**src/rtl/mem_stage.sv**
```systemverilog
// Purpose: MEM pipeline stage; issues loads/stores to the memory controller and extends load data for write-back.
// Latency: non-memory ops are combinational; a memory op takes 1 issue cycle + controller cycles + 1 DONE cycle.
// Backpressure: i_rdy=0 freezes all state; o_stall_req holds upstream stages while a memory op is issued and in flight.
module mem_stage #(
    parameter int unsigned   OPT_W  = 6,
    parameter logic [OPT_W-1:0] OP_LB  = 6'd11,
    parameter logic [OPT_W-1:0] OP_LH  = 6'd12,
    parameter logic [OPT_W-1:0] OP_LW  = 6'd13,
    parameter logic [OPT_W-1:0] OP_LBU = 6'd14,
    parameter logic [OPT_W-1:0] OP_LHU = 6'd15,
    parameter logic [OPT_W-1:0] OP_SB  = 6'd16,
    parameter logic [OPT_W-1:0] OP_SH  = 6'd17,
    parameter logic [OPT_W-1:0] OP_SW  = 6'd18
) (
    input  logic             i_clk,
    input  logic             i_rst,
    input  logic             i_rdy,
    input  logic [OPT_W-1:0] i_mem_inst,
    input  logic [4:0]       i_mem_rd,
    input  logic [31:0]      i_mem_vd,
    input  logic             i_mem_w_enable,
    input  logic [31:0]      i_mem_memctrl_addr,
    input  logic             i_mc_done,
    input  logic [31:0]      i_mc_rdata,
    output logic             o_mc_req,
    output logic             o_mc_we,
    output logic [31:0]      o_mc_addr,
    output logic [1:0]       o_mc_size,
    output logic [31:0]      o_mc_wdata,
    output logic [4:0]       o_wb_rd,
    output logic [31:0]      o_wb_vd,
    output logic             o_wb_w_enable,
    output logic             o_stall_req
);

    typedef enum logic [1:0] {
        ST_IDLE = 2'd0,
        ST_WAIT = 2'd1,
        ST_DONE = 2'd2
    } state_t;

    state_t      r_state;
    logic        r_mc_req;
    logic        r_mc_we;
    logic [31:0] r_mc_addr;
    logic [1:0]  r_mc_size;
    logic [31:0] r_mc_wdata;
    logic        r_ld_sgn;
    logic [31:0] r_load_q;

    logic        w_is_load;
    logic        w_is_store;
    logic        w_is_mem;
    logic [1:0]  w_size;
    logic        w_ld_sgn;
    logic [31:0] w_wdata;
    logic [31:0] w_ext;

    // Decode the incoming opcode: class, access size and signedness
    always_comb begin
        w_is_load  = 1'b0;
        w_is_store = 1'b0;
        w_size     = 2'd0;
        w_ld_sgn   = 1'b0;
        case (i_mem_inst)
            OP_LB:  begin w_is_load  = 1'b1; w_size = 2'd0; w_ld_sgn = 1'b1; end
            OP_LH:  begin w_is_load  = 1'b1; w_size = 2'd1; w_ld_sgn = 1'b1; end
            OP_LW:  begin w_is_load  = 1'b1; w_size = 2'd2; end
            OP_LBU: begin w_is_load  = 1'b1; w_size = 2'd0; end
            OP_LHU: begin w_is_load  = 1'b1; w_size = 2'd1; end
            OP_SB:  begin w_is_store = 1'b1; w_size = 2'd0; end
            OP_SH:  begin w_is_store = 1'b1; w_size = 2'd1; end
            OP_SW:  begin w_is_store = 1'b1; w_size = 2'd2; end
            default: ;
        endcase
        w_is_mem = w_is_load | w_is_store;
    end

    // Store data is low-aligned and masked so the controller never sees stale upper bytes
    always_comb begin
        w_wdata = i_mem_vd;
        case (w_size)
            2'd0:    w_wdata = {24'd0, i_mem_vd[7:0]};
            2'd1:    w_wdata = {16'd0, i_mem_vd[15:0]};
            default: w_wdata = i_mem_vd;
        endcase
    end

    // Extend returned load data using the size/signedness latched at issue
    always_comb begin
        w_ext = i_mc_rdata;
        case (r_mc_size)
            2'd0:    w_ext = {{24{r_ld_sgn & i_mc_rdata[7]}},  i_mc_rdata[7:0]};
            2'd1:    w_ext = {{16{r_ld_sgn & i_mc_rdata[15]}}, i_mc_rdata[15:0]};
            default: w_ext = i_mc_rdata;
        endcase
    end

    // Access FSM: issue in IDLE, hold request in WAIT, present result for one DONE cycle
    always_ff @(posedge i_clk or negedge i_rst) begin
        if (!i_rst) begin
            r_state    <= ST_IDLE;
            r_mc_req   <= 1'b0;
            r_mc_we    <= 1'b0;
            r_mc_addr  <= 32'd0;
            r_mc_size  <= 2'd0;
            r_mc_wdata <= 32'd0;
            r_ld_sgn   <= 1'b0;
            r_load_q   <= 32'd0;
        end else if (i_rdy) begin
            case (r_state)
                ST_IDLE: begin
                    if (w_is_mem) begin
                        r_mc_req   <= 1'b1;
                        r_mc_we    <= w_is_store;
                        r_mc_addr  <= i_mem_memctrl_addr;
                        r_mc_size  <= w_size;
                        r_mc_wdata <= w_wdata;
                        r_ld_sgn   <= w_ld_sgn;
                        r_state    <= ST_WAIT;
                    end
                end
                ST_WAIT: begin
                    if (i_mc_done) begin
                        r_mc_req <= 1'b0;
                        if (!r_mc_we) begin
                            r_load_q <= w_ext;
                        end
                        r_state <= ST_DONE;
                    end
                end
                ST_DONE: begin
                    // The pipeline advances on this edge, so the completed op is never re-issued
                    r_state <= ST_IDLE;
                end
                default: r_state <= ST_IDLE;
            endcase
        end
    end

    // Write-back and stall outputs are combinational on state and the EX/MEM inputs
    always_comb begin
        o_wb_rd       = i_mem_rd;
        o_wb_vd       = i_mem_vd;
        o_wb_w_enable = 1'b0;
        o_stall_req   = 1'b0;
        case (r_state)
            ST_IDLE: begin
                o_stall_req   = w_is_mem;
                o_wb_w_enable = w_is_mem ? 1'b0 : i_mem_w_enable;
            end
            ST_WAIT: begin
                o_stall_req = 1'b1;
            end
            ST_DONE: begin
                if (!r_mc_we) begin
                    o_wb_vd       = r_load_q;
                    o_wb_w_enable = i_mem_w_enable;
                end
            end
            default: ;
        endcase
    end

    assign o_mc_req   = r_mc_req;
    assign o_mc_we    = r_mc_we;
    assign o_mc_addr  = r_mc_addr;
    assign o_mc_size  = r_mc_size;
    assign o_mc_wdata = r_mc_wdata;

endmodule

```
**config.mk**
```make
export PLATFORM = sky130hd
export DESIGN_NAME = mem_stage
export DESIGN_NICKNAME = d
export VERILOG_FILES = /design/src/rtl/mem_stage.sv
export SDC_FILE = /design/constraint.sdc
export NUM_CORES = 1
export LEC_CHECK = 0
export CORE_MARGIN = 2
export CORE_UTILIZATION = 45
export CTS_CLUSTER_SIZE = 25
export DETAILED_ROUTE_END_ITERATION = 8
export GPL_TIMING_DRIVEN = 0
export HOLD_SLACK_MARGIN = 0.12
export PLACE_DENSITY = 0.92
export SLEW_MARGIN = 30
export SYNTH_ARGS = -nofsm -noshare
export SYNTH_HDL_FRONTEND = slang
export SYNTH_SLANG_ARGS = --single-unit
```
**constraint.sdc**
```tcl
create_clock -name i_clk -period 3.3 [get_ports i_clk]
set_clock_uncertainty 0.1 [all_clocks]
set_input_delay 0.66 -clock i_clk [delete_from_list [all_inputs] [get_ports i_clk]]
set_output_delay 0.66 -clock i_clk [all_outputs]
set_load 0.02 [all_outputs]
```
# Word level (Yosys, flattened, before mapping)
# Index checks and enable logic that the tools add are counted.
classes:
  addsub: 0
  multipliers: 0
  div_mod_pow: 0
  magnitude_cmp: 0
  eq_ne: 14
  shift: 0
  n_mux: 18
  n_bitwise: 4
  reduce_logical: 13
op_table:
  columns: ["operator", "count"]
  rows:
  - ["32-bit case mux with 2 select lines", 2]
  - ["32-bit two-way mux", 2]
  - ["6-bit by 4-bit equality test with 1-bit output, second input constant", 5]
  - ["6-bit by 5-bit equality test with 1-bit output, second input constant", 3]
  - ["2-bit case mux with 2 select lines", 2]
  - ["4-bit AND reduction", 2]
  - ["1-bit two-way mux", 7]
  - ["2-bit by 1-bit equality test with 1-bit output, second input constant", 3]
  - ["2-bit logical NOT", 3]
  - ["1-bit case mux with 2 select lines", 3]
  - ["3-bit AND reduction", 2]
  - ["3-bit OR reduction", 2]
  - ["5-bit OR reduction", 1]
  - ["2-bit two-way mux", 2]
  - ["2-bit != test, second input constant", 2]
  - ["2-bit OR reduction", 2]
  - ["1-bit AND", 2]
  - ["2-bit equality test, second input constant", 1]
  - ["2-bit nonzero test", 1]
  - ["1-bit NOT", 1]
  - ["1-bit bitwise OR", 1]
word_totals:
  ff_bits: 103
  latch_bits: 0
  mem_bits_rw: 0
  romBits: 0
  input_bits: 112
  output_inout_bits: 107
  elab_cells: 57
  n_memories: 0

# Longest topological paths before layout
# Gate-level depths: netlist of run 1.
depth:
  depth_word: 6
  depth_mapped: 6
  ltp_nobuf: 4

# Worst setup path after synthesis of run 1
# Ideal clock, no wire load.
synth_path:
  path_type: "input-to-output"
  start: "input i_mem_inst[2]"
  end: "output o_stall_req"
  arrival_ps: 1893
  required_ps: 2540
  slack_ps: 647
  cell_stages: 5
  n_path_buf: 1
  path_cell_list: "or3b_4 o32ai_4 buf_2 nor2_1 nor2_1"
synth_between:
  elab_chain_len: 5
  elab_cells_between_ends: 14
  cone_classes: "8 x eq/ne; 3 x mux; 1 x bitwise; 2 x reduce/logical"
synth_rtl:
  columns: ["element", "line", "rtl"]
  rows:
  - ["from (decl)", "18", "input logic [OPT_W-1:0] i_mem_inst,"]
  - ["6-bit by 4-bit equality test with 1-bit output / 6-bit by 5-bit equality test with 1-bit output (equally long branches)", "65", "case (i_mem_inst)"]
  - ["5-bit OR reduction (no line) / 3-bit OR reduction (equally long branches)", null, null]
  - ["1-bit two-way mux", "65", null]
  - ["1-bit bitwise OR (*)", "76", "w_is_mem = w_is_load | w_is_store;"]
  - ["1-bit case mux with 2 select lines (*)", "147", "case (r_state)"]
  - ["to (decl)", "33", "output logic o_stall_req"]
# Every way passes the cells marked *; elsewhere a longest branch is shown, timed or not.

# Worst setup path in the final report of run 1
layout_path:
  start: "input i_mem_inst[3]"
  end: "output o_wb_w_enable"
layout_between:
  elab_chain_len: 6
  elab_cells_between_ends: 15
  cone_classes: "8 x eq/ne; 4 x mux; 1 x bitwise; 2 x reduce/logical"
layout_rtl:
  columns: ["element", "line", "rtl"]
  rows:
  - ["6-bit by 4-bit equality test with 1-bit output / 6-bit by 5-bit equality test with 1-bit output (equally long branches)", "65", null]
  - ["5-bit OR reduction (no line) / 3-bit OR reduction (equally long branches)", null, null]
  - ["1-bit two-way mux", "65", null]
  - ["1-bit bitwise OR (*)", "76", null]
  - ["1-bit two-way mux (*)", "150", "o_wb_w_enable = w_is_mem ? 1'b0 : i_mem_w_enable;"]
  - ["1-bit case mux with 2 select lines (*)", "147", null]
  - ["to (decl)", "32", "output logic o_wb_w_enable,"]
# Marked as above.

==> impl_metrics.env, run 1 <==
export IMPL_drc=0
export IMPL_ir_drop_uv=267.0
export IMPL_ys_types=32
export IMPL_hp_class="flip-flop to flip-flop"
export IMPL_slew_viol_final=0
export IMPL_p_comb_frac=0.380
export IMPL_met3_usage=0.04438
export IMPL_place_gp_congestion=0.8685
export IMPL_grt_busiest_layer="met2"
export IMPL_syn_area_um2=4742
export IMPL_cts_buffers=9
export IMPL_finish_utilization=0.7127
export IMPL_register_area_um2=2577
export IMPL_synth_seq_cells=103
export IMPL_status="complete, no violations"
export IMPL_firstDrtPassIters=5
export IMPL_nFillCells=765
export IMPL_required_ns=2.54
export IMPL_fp_row_count=37
export IMPL_p_leak_nw=3.140
export IMPL_slowest_delay_ns=0.51
export IMPL_cts_sinks=103
export IMPL_sequentialPowerShare=0.436
export IMPL_met1_usage=0.3064
export IMPL_path_class="primary input to primary output"
export IMPL_clockRootBuffer="clkbuf_8"
export IMPL_io_buffers=213
export IMPL_syn_nets=525
export IMPL_drive_gt1_frac=0.1279
export IMPL_multi_input_area_um2=1931
export IMPL_area_delta_synth_final_pct=54.46
export IMPL_viasPerCell=5.182
export IMPL_cp_arrival_ns=2.53
export IMPL_fin_nets=756
export IMPL_critical_path_slowest_cell="clkdlybuf4s50_1"
export IMPL_grtUsageTotal=0.2486
export IMPL_num_vias=4068
export IMPL_die_height_um=106.7
export IMPL_routedWlPerCell_um=17.94
export IMPL_relSlewSlack=0.4237
export IMPL_p_int_mw=2.687
export IMPL_io_pins=219
export IMPL_cp_end_kind="primary output"
export IMPL_yosysTopAreaCell="dfrtp_1"
export IMPL_tightest_slew_ns=0.8626
export IMPL_grt_overflow=0
export IMPL_netlist_top_cells_area="dfrtp_1 (54%), mux2_1 (10%), mux2_2 (8.1%)"
export IMPL_placeableCoreArea_um2=10280
export IMPL_yosys_area_top_type_share=0.5435
export IMPL_start_util=0.4614
export IMPL_period_share=0.9974
export IMPL_post_dp_hpwl_mm=10.65
export IMPL_drt_iter0_drc=171
export IMPL_grt_pass1_vias=4207
export IMPL_tritoncts="yes"
export IMPL_hold_viol=0
export IMPL_cts_buffer_depth=2
export IMPL_yosysWarnings=0
export IMPL_crit_chain="clkdlybuf4s50_1 > or3b_2 > o32ai_4 > buf_6 > nor2_1 > o211a_1 > clkdlybuf4s15_2"
export IMPL_gr_usage_met2=0.4318
export IMPL_wl_mm=14.08
export IMPL_synth_seq_area_share=0.5435
export IMPL_ant_nets=0
export IMPL_diodes=0
export IMPL_swShare=0.3418
export IMPL_fmax_ghz=0.3038
export IMPL_layout_cells_non_filler=785
export IMPL_grt_max_degree=64
export IMPL_synth_avg_cell_area_um2=11.48
export IMPL_h_tree_depth=3
export IMPL_totalPowerFinal_mw=4.083
export IMPL_final_min_clock_period_ns=3.291
export IMPL_p_per_area_nw_per_um2=557.4
export IMPL_clkLatencyLatePin_ns=0.38
export IMPL_clk_pin_slew_ns=0.10
export IMPL_synthCells=413
export IMPL_grt_pass1_wl_mm=21.95
export IMPL_maxCapViolations=0
export IMPL_crit_fanout=3
export IMPL_die_w_um=106.7
export IMPL_place_inst=763
export IMPL_die_area_um2=11380
export IMPL_power_frac_clock=0.184
export IMPL_cp_start_kind="primary input"
export IMPL_setup_viol=0
export IMPL_p_sw_mw=1.396
export IMPL_antenna_found_initial=0
[metal layers]
layer  wire length, um  vias to the layer above
li1                  -                     1892
met1              5602                     1981
met2              7224                      170
met3               884                       25
met4               370                        0
met5                 0                        -
[critical path, delay by kind of cell]
family | cells | cell delay (ns)
compound gates | 2 | 0.40
buf+inv | 3 | 0.93
simple gates | 2 | 0.54
[cell usage after synthesis]
library cell  number
o32ai_4            1
o21ai_0           27
inv_1             18
nor2_1            15
mux2_1            43
mux2_2            34
nand3b_1           1
dfrtp_1          103
o22ai_2            1
nand4_1            8
or3b_2             3
nor2b_1            1
o2bb2ai_1          8
nand3_1            1
clkbuf_1          13
a31oi_1            8
nand2_1           62
nand2b_1           2
nor3b_1            2
buf_2              7
o22ai_1            1
or3_1              1
buf_6              5
mux2i_1           18
a211oi_1           1
nor3_1             2
buf_4              5
nand3_4            1
a21oi_1           18
and2_1             1
or3b_4             1
o211a_1            1
[area by class of cell]
| class | count | share of cell area |
|---|---|---|
| Tap cell | 136 | 0.02323 |
| Timing Repair Buffer | 220 | 0.3017 |
| Sequential cell | 103 | 0.3519 |
| Multi-Input combinational cell | 262 | 0.2636 |
| Inverter | 18 | 0.009224 |
| Clock inverter | 7 | 0.008029 |
| Clock buffer | 9 | 0.01691 |
| Buffer | 30 | 0.02545 |
[power by group through the flow]
stage          combinational (mW)  clock [mW]  sequential (mW)
2_1_floorplan               0.457           0             2.05
3_3_place_gp                 1.51           0             1.78
3_5_place_dp                 1.56           0             1.80
4_1_cts                      1.57       0.762             1.78
5_1_grt                      1.66       0.818             1.82
6_report                     1.55       0.751             1.78
[path summary, 6_finish.rpt]
kind	startpoint	endpoint	slack, ns	cells past startpoint
worst min-delay path	r_load_q[6]	r_load_q[6]	0.39	2
worst max register to register	o_mc_size[1]	r_load_q[27]	1.09	5
min in group asynchronous	i_rst	o_mc_wdata[16]	0.67	2
worst max-delay path	i_mem_inst[3]	o_wb_w_enable	0.009	7
worst min register to register	r_load_q[6]	r_load_q[6]	0.39	2
max in group asynchronous	i_rst	r_load_q[12]	1.78	3
[logic make-up (layout without fill, tap and decap cells)]
| family | after synthesis | count (layout) | synth area share |
|---|---|---|---|
| DFF | 103 | 103 | 0.5435 |
| muxes | 95 | 95 | 0.2208 |
| buffers and inverters | 48 | 284 | 0.05171 |
| and+or+nand+nor | 101 | 101 | 0.09763 |
| AOI/OAI and AO/OA | 66 | 66 | 0.08628 |
[cell usage in the layout, fill, tap and decap left out, drive strengths merged]
master and count:
clkinvlp 2, dlygate4sd3 1, mux2i 18, clkdlybuf4s15 1, nand2 62, nor2b 1
o2bb2ai 8, nand4 8, dlygate4sd2 2, or3b 4, clkbuf 22, nand2b 2
dlymetal6s2s 1, o22ai 2, mux2 77, o211a 1, or3 1, o21ai 27
clkinv 4, buf 24, nand3 2, nor3 2, o32ai 1, nand3b 1
clkdlybuf4s50 208, dfrtp 103, nor2 15, a31oi 8, a21oi 18, inv 19
and2 1, nor3b 2, a211oi 1
[state kept, by name, summed over array words and instances, names as in the netlist]
signal and flops:
r_ld_sgn 1, o_mc_we 1, o_mc_req 1, o_mc_wdata 32, o_mc_size 2, r_state 2
o_mc_addr 32, r_load_q 32
[stage by stage]
stage / hold slack (ns) / setup slack [ns] / TNS [ns] / area [um2]
after floorplan: 0.2644 / 0.6465 / 0 / 4742
after global placement: 0.3589 / -2.194 / -226.44 / 7044
after detailed placement: 0.3564 / -0.4606 / -3.113 / 7073
after CTS: 0.3889 / 0.02096 / 0 / 7315
after global routing: 0.4149 / -0.01004 / -0.01966 / 7325
final: 0.3896 / 0.008713 / 0 / 7325
[timing repair]
action                     in CTS  in global routing
buffers inserted                4                  1
hold buffers                    1                  0
pin swaps                       2                  1
hold endpoints to repair       40                  0
gates resized for setup        10                  1
setup endpoints to repair      34                  2
No activity file was read; power rests on OpenSTA's default activity.
==> run 2, diff against run 1 <==
- HOLD_SLACK_MARGIN: 0.12 -> unset
==> impl_metrics.env, run 2 (synthesis gave the netlist of run 1 again) <==
export IMPL_crit_fanout=3
export IMPL_regToRegSetupSlack_ns=1.08
export IMPL_post_dp_hpwl_mm=10.65
export IMPL_fmax_ghz=0.3042
export IMPL_diodes=0
export IMPL_clk_pin_slew_ns=0.10
export IMPL_p_per_area_nw_per_um2=557.6
export IMPL_area_delta_synth_final_pct=54.25
export IMPL_p_int_mw=2.687
export IMPL_sequentialPowerShare=0.436
export IMPL_hold_viol=0
export IMPL_r2r_start="o_mc_size[1]"
export IMPL_relSlewSlack=0.4246
export IMPL_grt_pass1_wl_mm=21.91
export IMPL_hp_class="primary input to async pin"
export IMPL_viasPerCell=5.176
export IMPL_die_height_um=106.7
export IMPL_slew_viol_final=0
export IMPL_cp_start_kind="primary input"
export IMPL_place_gp_congestion=0.8685
export IMPL_grtUsageTotal=0.2481
export IMPL_setup_viol=0
export IMPL_drt_iter0_drc=245
export IMPL_drc=0
export IMPL_io_buffers=213
export IMPL_ant_nets=0
export IMPL_grt_max_degree=64
export IMPL_pre_cts_slack_ns=-0.4606
export IMPL_cts_hold_buf=0
export IMPL_nFillCells=766
export IMPL_start_util=0.4614
export IMPL_io_pins=219
export IMPL_final_cell_mix="clkdlybuf4s50_1 (208), dfrtp_1 (103), nand2_1 (62)"
export IMPL_p_comb_frac=0.380
export IMPL_wl_mm=14.05
export IMPL_cts_sinks=103
export IMPL_die_area_um2=11380
export IMPL_setup_slack_ns=0.01287
export IMPL_drive_gt1_frac=0.1281
export IMPL_clockRootBuffer="clkbuf_8"
export IMPL_p_sw_mw=1.392
export IMPL_tightest_slew_ns=0.8613
export IMPL_ir_drop_uv=266.8
export IMPL_grt_overflow=0
export IMPL_h_tree_depth=3
export IMPL_p_leak_nw=3.136
export IMPL_status="complete, no violations"
export IMPL_tritoncts="yes"
export IMPL_cts_buffer_depth=2
export IMPL_ff2ff_path_depth=5
export IMPL_cp_arrival_ns=2.53
export IMPL_routedWlPerCell_um=17.93
export IMPL_final_min_clock_period_ns=3.287
export IMPL_setup_tns_ns=0
export IMPL_grt_pass1_vias=4197
export IMPL_placeableCoreArea_um2=10280
export IMPL_firstDrtPassIters=6
export IMPL_num_vias=4058
export IMPL_clkLatencyLatePin_ns=0.37
export IMPL_period_share=0.9961
export IMPL_required_ns=2.54
export IMPL_fp_row_count=37
export IMPL_die_w_um=106.7
export IMPL_fin_nets=755
export IMPL_totalPowerFinal_mw=4.078
export IMPL_r2r_end="r_load_q[27]"
export IMPL_maxCapViolations=0
export IMPL_antenna_found_initial=0
export IMPL_finish_utilization=0.7117
export IMPL_power_frac_clock=0.183
export IMPL_swShare=0.3412
export IMPL_path_class="primary input to primary output"
export IMPL_cts_buffers=9
export IMPL_cp_end_kind="primary output"
export IMPL_layout_commonest_cell="clkdlybuf4s50_1"
==> run 2: changes by cell type in the layout (fill, tap and decap cells not counted) <==
cell	before	now
dlygate4sd3_1	1	0
==> run 2: power by group through the flow <==
stage | logic [mW] | registers [mW] | clock network, mW
floorplan | 0.457 | 2.05 | 0
detailed placement | 1.56 | 1.80 | 0
global route | 1.66 | 1.82 | 0.818
finish | 1.55 | 1.78 | 0.747
CTS | 1.56 | 1.78 | 0.762
global placement | 1.51 | 1.78 | 0
==> run 2: worst max-delay path by stage <==
stage,start,to,slack [ns],depth (start not counted)
after CTS,i_mem_inst[2],o_wb_w_enable,0.02,7
final,i_mem_inst[3],o_wb_w_enable,0.01,7
after global routing,i_mem_inst[3],o_wb_w_enable,-0.01,7
after floorplan,i_mem_inst[2],o_stall_req,0.65,5
after detailed placement,i_mem_inst[5],o_wb_w_enable,-0.46,7
after global placement,i_rst,o_mc_addr[31],-2.19,1
==> run 2: layout make-up <==
cell class,count,area (um2),area share
repair buffers,219,2200,0.3007
flip-flops and latches,103,2577,0.3524
inverters,18,67.56,0.009237
clock buffers,9,123.9,0.01693
plain buffers,30,186.4,0.02549
well taps,136,170.2,0.02326
clock inverters,7,58.81,0.008040
multi-input cells,262,1931,0.2639
==> run 2: per-stage QoR <==
step                hold WS (ns)  instances  area, um2
floorplan                 0.2644        413       4742
global placement          0.3589        762       7044
detailed placement        0.3564        763       7073
finish                   0.08261        784       7315
CTS                      0.08932        783       7305
global route             0.09916        784       7315
==> run 2: critical path, cell delays in order <==
cell and delay (ns):
clkdlybuf4s50_1 0.51, or3b_2 0.51, o32ai_4 0.20, buf_6 0.15, nor2_1 0.03, o211a_1 0.20, clkdlybuf4s15_2 0.25
==> run 2: what timing repair did <==
action	CTS	global route
endpoints found under the setup margin	34	2
setup buffers	4	1
resized for setup	10	1
pin swaps	2	1
==> run 2: metal layers <==
layer / global-route usage / up-vias / wire length, um
met5: 0 / - / 0
met3: 0.04438 / 25 / 932
met1: 0.3064 / 1969 / 5525
met4: 0.1011 / 0 / 346
met2: 0.4299 / 175 / 7249
li1: - / 1889 / -
==> run 3, diff against run 2 <==
- CORE_UTILIZATION: 45 -> 31
- HOLD_SLACK_MARGIN: unset -> 0.06
- PLACE_DENSITY: 0.92 -> 0.71
- clock period: 3.3 -> 2.6 ns (I/O delays scaled with it)
==> impl_metrics.env, run 3 (synthesis gave the netlist of run 1 again) <==
export IMPL_drt_iter0_drc=159
export IMPL_period_share=0.9778
export IMPL_required_ns=1.98
export IMPL_hp_class="flip-flop to flip-flop"
export IMPL_drive_gt1_frac=0.1748
export IMPL_place_gp_congestion=0.8290
export IMPL_die_height_um=127.7
export IMPL_routedWlPerCell_um=17.19
export IMPL_grtUsageTotal=0.1782
export IMPL_die_w_um=127.7
export IMPL_antenna_found_initial=0
export IMPL_diodes=0
export IMPL_slew_viol_final=0
export IMPL_io_buffers=213
export IMPL_area_delta_synth_final_pct=58.13
export IMPL_viasPerCell=4.783
export IMPL_layout_commonest_cell="clkdlybuf4s50_1"
export IMPL_final_min_clock_period_ns=2.542
export IMPL_fmax_ghz=0.3934
export IMPL_ir_drop_uv=549.6
export IMPL_tritoncts="yes"
export IMPL_h_tree_depth=3
export IMPL_regToRegSetupSlack_ns=0.39
export IMPL_num_vias=4018
export IMPL_endpoint="o_wb_vd[1]"
export IMPL_wl_mm=14.44
export IMPL_clk_pin_slew_ns=0.07
export IMPL_cts_sinks=103
export IMPL_p_per_area_nw_per_um2=733.3
export IMPL_finish_utilization=0.4969
export IMPL_fin_nets=759
export IMPL_maxCapViolations=0
export IMPL_tightest_slew_ns=0.8099
export IMPL_gr_usage_met2=0.2988
export IMPL_p_leak_nw=3.231
export IMPL_clkLatencyLatePin_ns=0.35
export IMPL_setup_viol=0
export IMPL_totalPowerFinal_mw=5.499
export IMPL_crit_fanout=4
export IMPL_worstSetupStartpoint="r_state[0]"
export IMPL_io_pins=219
export IMPL_relSlewSlack=0.4559
export IMPL_placeableCoreArea_um2=15090
export IMPL_grt_max_degree=54
export IMPL_rsz0062_at_grt="yes"
export IMPL_r2r_end="r_load_q[12]"
export IMPL_start_util=0.3143
export IMPL_cp_start_kind="flip-flop"
export IMPL_final_cell_mix="clkdlybuf4s50_1 (172), dfrtp_1 (101), nand2_1 (62)"
export IMPL_grt_busiest_layer="met2"
export IMPL_die_area_um2=16300
export IMPL_cp_arrival_ns=1.92
export IMPL_path_class="flip-flop to primary output"
export IMPL_met3_usage=0.05718
export IMPL_firstDrtPassIters=4
export IMPL_grt_pass1_vias=4238
export IMPL_setup_slack_ns=0.05784
export IMPL_met1_usage=0.2178
export IMPL_cp_end_kind="primary output"
export IMPL_ff2ff_path_depth=6
export IMPL_r2r_start="r_state[1]"
export IMPL_grt_pass1_wl_mm=22.34
export IMPL_grt_overflow=0
export IMPL_cts_buffers=9
export IMPL_fp_row_count=45
export IMPL_hold_viol=0
export IMPL_cts_buffer_depth=2
export IMPL_ant_nets=0
export IMPL_pre_cts_slack_ns=-0.9042
export IMPL_post_dp_hpwl_mm=10.84
export IMPL_clockRootBuffer="clkbuf_16"
export IMPL_drc=0
export IMPL_setup_tns_ns=0
export IMPL_status="complete, no violations"
## run 3: layout make-up
cell class	instances	area [um2]
fillers	1381	7591
flip-flops and latches	103	2580
repair buffers	225	2220
multi-input cells	262	1941
clock buffers	11	242.7
well taps	188	235.2
plain buffers	28	180.2
inverters	18	67.56
clock inverters	5	32.53
## run 3: worst min path at each step
| stage | startpoint | end | slack (ns) | cells past startpoint |
|---|---|---|---|---|
| floorplan | i_rst | o_mc_addr[0] | 0.12 | 0 |
| global placement | r_load_q[1] | r_load_q[1] | 0.36 | 2 |
| detailed placement | r_load_q[1] | r_load_q[1] | 0.36 | 2 |
| CTS | r_load_q[1] | r_load_q[1] | 0.37 | 2 |
| global route | r_load_q[1] | r_load_q[1] | 0.40 | 2 |
| finish | r_load_q[1] | r_load_q[1] | 0.37 | 2 |
## run 3: critical path, cell delays in order (launching register included)
cell	delay (ns)
dfrtp_2	0.43
nor3b_4	0.30
buf_4	0.19
mux2_2	0.34
dlygate4sd2_1	0.32
## run 3: routing by layer
metal | up-vias | share of wire
li1 | 1893 | -
met1 | 1958 | 0.43
met2 | 147 | 0.48
met3 | 20 | 0.066
met4 | 0 | 0.022
met5 | - | 0
## run 3: power breakdown
group / total, mW / switching, mW / internal [mW]
combinational: 1.95 / 0.941 / 1.01
clock: 1.28 / 0.600 / 0.677
sequential: 2.27 / 0.241 / 2.03
total: 5.50 / 1.78 / 3.72
## run 3: repair_timing
action,in CTS,in global routing
buffers inserted,10,0
hold endpoints to repair,50,0
pin swaps,3,3
setup endpoints to repair,34,22
gates resized for setup,114,18
hold buffers,1,0
## run 3: through the flow
stage | hold WS, ns | instance area, um2 | std cells
after floorplan | 0.1244 | 4742 | 413
after global placement | 0.3582 | 7109 | 814
after detailed placement | 0.3570 | 7138 | 815
after CTS | 0.3746 | 7543 | 842
after global routing | 0.3979 | 7498 | 840
final | 0.3700 | 7498 | 840
